## src/rtl/gpio_in_filter30.sv

```systemverilog
// gpio_in_filter30: per-pin synchroniser, programmable debounce, edge detect and sticky W1C interrupt status
module gpio_in_filter30 #(
  parameter int DATA_WIDTH   = 16,
  parameter int DB_CNT_WIDTH = 8
) (
  input  logic                    pclk30,
  input  logic                    n_p_reset30,
  input  logic [DATA_WIDTH-1:0]   gpio_pin_in30,
  input  logic [DATA_WIDTH-1:0]   n_gpio_pin_oe30,
  input  logic [DB_CNT_WIDTH-1:0] db_limit,
  input  logic [DATA_WIDTH-1:0]   rise_en,
  input  logic [DATA_WIDTH-1:0]   fall_en,
  input  logic [DATA_WIDTH-1:0]   irq_clr,
  output logic [DATA_WIDTH-1:0]   sync_in,
  output logic [DATA_WIDTH-1:0]   filt_in,
  output logic [DATA_WIDTH-1:0]   irq_status,
  output logic                    irq
);
  localparam logic [DB_CNT_WIDTH-1:0] cnt_one = 1;
  localparam logic [DB_CNT_WIDTH:0]   lim_one = 1;
  logic [DATA_WIDTH-1:0] s1, upd, set;
  logic [DATA_WIDTH-1:0][DB_CNT_WIDTH-1:0] cnt, cnt_nxt;
  logic [DB_CNT_WIDTH:0] lim;
  // one extra bit keeps cnt+1 from wrapping when compared against the limit
  assign lim = (db_limit == '0) ? lim_one : {1'b0, db_limit};
  always_comb begin
    upd = '0;
    cnt_nxt = '0;
    for (int i = 0; i < DATA_WIDTH; i++) begin
      upd[i] = (sync_in[i] != filt_in[i]) && (({1'b0, cnt[i]} + lim_one) >= lim);
      cnt_nxt[i] = (sync_in[i] == filt_in[i] || upd[i]) ? '0 : cnt[i] + cnt_one;
    end
  end
  // the new filtered level equals sync_in on an update edge
  assign set = n_gpio_pin_oe30 & upd & ((sync_in & rise_en) | (~sync_in & fall_en));
  assign irq = |irq_status;
  always_ff @(posedge pclk30) begin
    if (!n_p_reset30) begin
      s1         <= '0;
      sync_in    <= '0;
      filt_in    <= '0;
      cnt        <= '0;
      irq_status <= '0;
    end else begin
      s1         <= gpio_pin_in30;
      sync_in    <= s1;
      filt_in    <= filt_in ^ upd;
      cnt        <= cnt_nxt;
      irq_status <= set | (irq_status & ~irq_clr);
    end
  end
endmodule
```

## config.mk

```make
export PLATFORM = sky130hd
export DESIGN_NAME = gpio_in_filter30
export DESIGN_NICKNAME = d
export VERILOG_FILES = /design/src/rtl/gpio_in_filter30.sv
export SDC_FILE = /design/constraint.sdc
export NUM_CORES = 1
export LEC_CHECK = 0
export BUFFER_PORTS_ARGS = -buffer_cell sky130_fd_sc_hd__buf_2
export CORE_UTILIZATION = 59
export CTS_CLUSTER_DIAMETER = 50
export DETAILED_ROUTE_END_ITERATION = 16
export GPL_ROUTABILITY_DRIVEN = 0
export PLACE_DENSITY = 0.81
export SYNTH_ARGS = -nofsm -noshare
export SYNTH_HDL_FRONTEND = slang
export SYNTH_SLANG_ARGS = --single-unit
export TNS_END_PERCENT = 1
```

## constraint.sdc

```tcl
create_clock -name pclk30 -period 3.6 [get_ports pclk30]
set_input_delay 0.18 -clock pclk30 [delete_from_list [all_inputs] [get_ports pclk30]]
set_output_delay 0.18 -clock pclk30 [all_outputs]
set_load 0.005 [all_outputs]
```

Yosys cells after proc, flatten, opt, wreduce, memory -nomap -nowiden
Cells that the tools add are included.
{ "word_totals": {"out_inout_bits": 49, "in_bits": 90, "reg_bits": 192, "word_cells": 162} }
{ "op_classes": {"n_bitwise": 11, "n_eq_ne": 32, "magnitude_cmp": 16, "mux": 1, "add_sub_neg": 32, "n_reduce_logical": 50} }
{ "ops": {"columns": ["operator", "n"], "rows": [
  ["8-bit by 1-bit adder with 9-bit output (second input constant)", 16],
  ["9-bit by 8-bit greater-or-equal comparator with 1-bit output", 16],
  ["8-bit by 1-bit adder with 8-bit output (second input constant)", 16],
  ["16-bit AND", 5],
  ["16-bit NOT", 2],
  ["16-bit OR", 2],
  ["2-bit OR reduction", 16],
  ["1-bit equality test", 16],
  ["1-bit logical AND", 16],
  ["1-bit logical OR", 16],
  ["1-bit inequality test", 16],
  ["16-bit OR reduction", 1],
  ["16-bit XOR", 1],
  ["8-bit logical NOT", 1],
  ["8-bit two-way mux", 1],
  ["1-bit NOT", 1]
]} }

Logic depth before layout (Yosys ltp)
{ "depth": {"word_depth": 7, "ltp_mapped": 11, "ltp_nobuf": 11} }

Worst setup path after synthesis
No wires, ideal clock.
{ "synth_path": {"kind": "input -> register", "from": "input db_limit[2]", "to": "register cnt[116] (netlist bit)", "slack_ps": 1031, "cell_stages": 9, "path_buffers": 1, "t_arrival_ps": 2507, "t_required_ps": 3538, "setup_ps": 62, "path_cell_list": "inv_1 a41o_1 ha_1 nand2b_4 a2111oi_4 o211ai_2 or3b_1 buf_6 nor2b_2"} }
{ "synth_between": {"elab_chain_len": 6} }
{ "synth_rtl": {"columns": ["element", "line", "text"], "rows": [
  ["from (decl)", "10", "input logic [DB_CNT_WIDTH-1:0] db_limit,"],
  ["8-bit logical NOT", "25", "assign lim = (db_limit == '0) ? lim_one : {1'b0, db_limit};"],
  ["8-bit two-way mux *", "25", null],
  ["9-bit by 8-bit greater-or-equal comparator with 1-bit output *", "30", "upd[i] = (sync_in[i] != filt_in[i]) && (({1'b0, cnt[i]} + lim_one) >= lim);"],
  ["1-bit logical AND *", "30", null],
  ["1-bit logical OR *", "31", "cnt_nxt[i] = (sync_in[i] == filt_in[i] || upd[i]) ? '0 : cnt[i] + cnt_one;"],
  ["2-bit OR reduction (no line) *", null, null],
  ["to (signal assigned)", "48", "cnt <= cnt_nxt;"],
  ["to (decl)", "22", "logic [DATA_WIDTH-1:0][DB_CNT_WIDTH-1:0] cnt, cnt_nxt;"]
]} }
Mark *: on every way between the ends. The rest lies on a longest branch, timed or not.
A chain may end at the register's enable or synchronous reset.

Worst setup path in the final report
{ "layout_path": {"from": "register cnt[24] (netlist bit)", "to": "register irq_status[3]"} }
{ "layout_between": {"elab_chain_len": 6} }
{ "layout_rtl": {"columns": ["element", "line", "text"], "rows": [
  ["8-bit by 1-bit adder with 9-bit output", "30", null],
  ["9-bit by 8-bit greater-or-equal comparator with 1-bit output", "30", null],
  ["1-bit logical AND", "30", null],
  ["16-bit AND (2 in a row)", "35", "assign set = n_gpio_pin_oe30 & upd & ((sync_in & rise_en) | (~sync_in & fall_en));"],
  ["16-bit OR", "49", "irq_status <= set | (irq_status & ~irq_clr);"],
  ["to (signal assigned)", "49", null],
  ["to (decl)", "16", "output logic [DATA_WIDTH-1:0] irq_status,"]
]} }
Every way passes these cells.

==> impl_metrics.ini <==
[cts]
clkTransAtPathRegs_ns = 0.07
cts_made_buffers = 17
cts_resized = 0
cts_buffer_depth = 2
htreeDepth = 4
clock_latency_ns = 0.44
cts_tree = done
cts_root_buf = clkbuf_16
clock-sinks = 192

[worst_setup_path]
crit_family = compound AO/OA/AOI/OAI gates
cp_slowest_stage_delay_ns = 0.54
rr_worst_depth = 11
rr_endpoint = irq_status[3]
worstSetupEndpointType = flip-flop
cp-start-kind = flip-flop
crit_top_cell = ha_1
arrival_ns = 3.22
worstPathMaxFanout = 4
cpMaxStageDelayCell = dlygate4sd3_1
rrSetupSlack_ns = 0.71
critical_path_class = reg -> reg
worstPathRequired_ns = 3.93
crit_buf_inv = 1
rr_startpoint = cnt[24]
path_cells = ha_1, nand3_1, nor2_1, xor2_1, ha_1, a211o_1, o221ai_1, o211ai_1, nand4_1, nand2_1, dlygate4sd3_1

[timing]
hold_violations = 0
slew_viol_final = 0
slew_headroom_pct = 38.2
period_share_pct = 80.2
tightest_slew_ns = 0.927
fin_crit_ns = 2.89
rsz0062_at_grt = no
setup_violations = 0
skew_ns = 0.00818
max_freq_ghz = 0.346
fin_setup_tns_ns = 0

[floorplan]
die_w_um = 137
dieArea_um2 = 18700
start_util_pct = 61.2
ios = 139
coreArea_um2 = 17500
chipHeight_um = 137
placementRows = 48

[placement]
hpwlAfterDp_um = 17100
io_buffers = 138

[yosys]
synth.top_cell.area_share_pct = 36.0
synth_flop_cell = dfxtp_1
synth_nets = 1364
synth_area_leaders = dfxtp_1 36%, ha_1 17%, nor2b_1 5.3%
ys_seq_area_share_pct = 36.0
synth-edff-count = 0
ys_async_sr_fraction_pct = 0
yosys.area.top_type = dfxtp_1
synth_seq_cells = 192
synth_warnings = 0
netlist_instances = 1130
yosysUniqueCellTypes = 50
avgSynthCellArea_um2 = 9.46
syn-cell-area_um2 = 10700

[cells_and_area]
layout.nets = 1545
layout-drive-gt1-share_pct = 17.0
areaGrowthSynthToFinish_pct = 16.8
final_common_cell = dfxtp_1
layout_common_cells = 192 x dfxtp_1, 144 x ha_1, 137 x buf_2, 95 x nand2_1, 90 x nor2b_1
antenna_cells = 0

[job]
drv_cap = 0

[pwr]
p_leak_nw = 5.95
power_w = 0.00420
ir_worst_vdd_uv = 359
powerDensity_nw_per_um2 = 336

[grt]
antenna_found_initial = 0
grt.total_usage_pct = 26.7
grt_remaining_overflow = 0
grt_pass1_wl_um = 38900
grt_pass1_vias = 8469
grt_start_max_net_pins = 98

[drt]
dr.pass1.iters = 5
dr.first_iter.drc_count = 389
routed_wl_um = 24200
drc = 0
vias_per_cell = 5.59
vias = 8660
post_drt_wl_per_cell_um = 15.6
ant_nets = 0

[outcome]
status = finished, final reports clean

[hold_path]
hold_class = in -> reg
hp-start = n_gpio_pin_oe30[6]
hold_depth = 3
hold_end = irq_status[6]
[sequential cells by signal (all words and copies together), names as in the netlist, named ones only]
signal and count:
irq_status 16, s1 16, sync_in 16, cnt 128
[final cells by class]
type	instances	area [µm²]
Clock buffer	23	468
Tap cell	225	282
Inverter	41	154
Sequential cell	192	3840
Fill cell	1312	4990
Timing Repair Buffer	179	1080
Clock inverter	9	61.3
Multi-Input combinational cell	880	6600
[report_power, final]
group / total, W / switching [W] / internal [W]
Sequential: 0.00216 / 0.0000180 / 0.00215
Combinational: 0.000305 / 0.000161 / 0.000144
Clock: 0.00173 / 0.000810 / 0.000917
[routing by layer]
layer | global-route usage [%] | part of all wire (%) | up-vias
met4 | 8.95 | 2.1 | 0
met5 | 0 | 0 | -
met3 | 4.59 | 4.3 | 47
met1 | 31.6 | 44 | 4068
li1 | - | - | 4346
met2 | 48.4 | 50 | 199
[worst reg2reg max path, stage by stage, from the launching register on]
cell and delay, ns:
dfxtp_1 0.38, ha_1 0.20, nand3_1 0.16, nor2_1 0.16
xor2_1 0.22, ha_1 0.28, a211o_1 0.31, o221ai_1 0.14
o211ai_1 0.19, nand4_1 0.14, nand2_1 0.06, dlygate4sd3_1 0.54
[synthesized netlist by cell type, types with 7 or more instances]
cell type / n
nand3b_1: 21
a41oi_1: 8
xnor2_1: 52
nor2_1: 59
nor2b_1: 90
a21o_1: 18
o21ai_0: 39
a221oi_1: 7
clkbuf_1: 11
inv_1: 41
mux2i_1: 9
nor3_1: 11
a21oi_1: 13
a41o_1: 7
dfxtp_1: 192
a22o_1: 7
nand2_1: 95
nor2b_2: 30
xor2_1: 54
and2_1: 33
ha_1: 144
and3_1: 29
o21a_1: 8
nand4_1: 14
nand3_1: 61
[cells by family after synthesis]
| group | Yosys count | synth area share [%] |
|---|---|---|
| AO/OA/AOI/OAI | 146 | 10.5 |
| flip-flops | 192 | 36.0 |
| adder cells (fa/ha/maj) | 144 | 16.9 |
| AND/OR/NAND/NOR | 475 | 24.9 |
| buffers and inverters | 58 | 2.31 |
| XOR/XNOR | 106 | 8.68 |
| multiplexers | 9 | 0.843 |
[what timing repair did]
action | CTS | global route
buffers inserted | 0 | 0
hold buffers | 30 | 0
endpoints found under the setup margin | 0 | 0
endpoints found under the hold margin | 27 | 0
[per-stage QoR]
stage / cell area, µm² / cells / worst slack [ns] / hold slack [ns] / utilization, %
after floorplan: 10700 / 1130 / 1.03 / 0.307 / -
final: 12500 / 1549 / 0.712 / 0.00691 / 71.4
after detailed placement: 11700 / 1487 / 0.640 / 0.390 / 66.7
after global placement: 11700 / 1487 / 0.693 / 0.388 / 66.7
after CTS: 12500 / 1549 / 0.744 / 0.00154 / 71.4
after global routing: 12500 / 1549 / 0.510 / 0.0134 / 71.4
[worst max-delay path by stage]
stage / start / cells past startpoint / to / slack [ns]
final: cnt[24] / 11 / irq_status[3] / 0.71
after global routing: cnt[88] / 10 / cnt[93] / 0.51
after CTS: cnt[24] / 11 / irq_status[3] / 0.74
after detailed placement: db_limit[4] / 10 / cnt[77] / 0.64
after global placement: db_limit[4] / 10 / cnt[75] / 0.69
after floorplan: db_limit[2] / 9 / cnt[116] / 1.03
No activity file was read; power rests on OpenSTA's default activity.
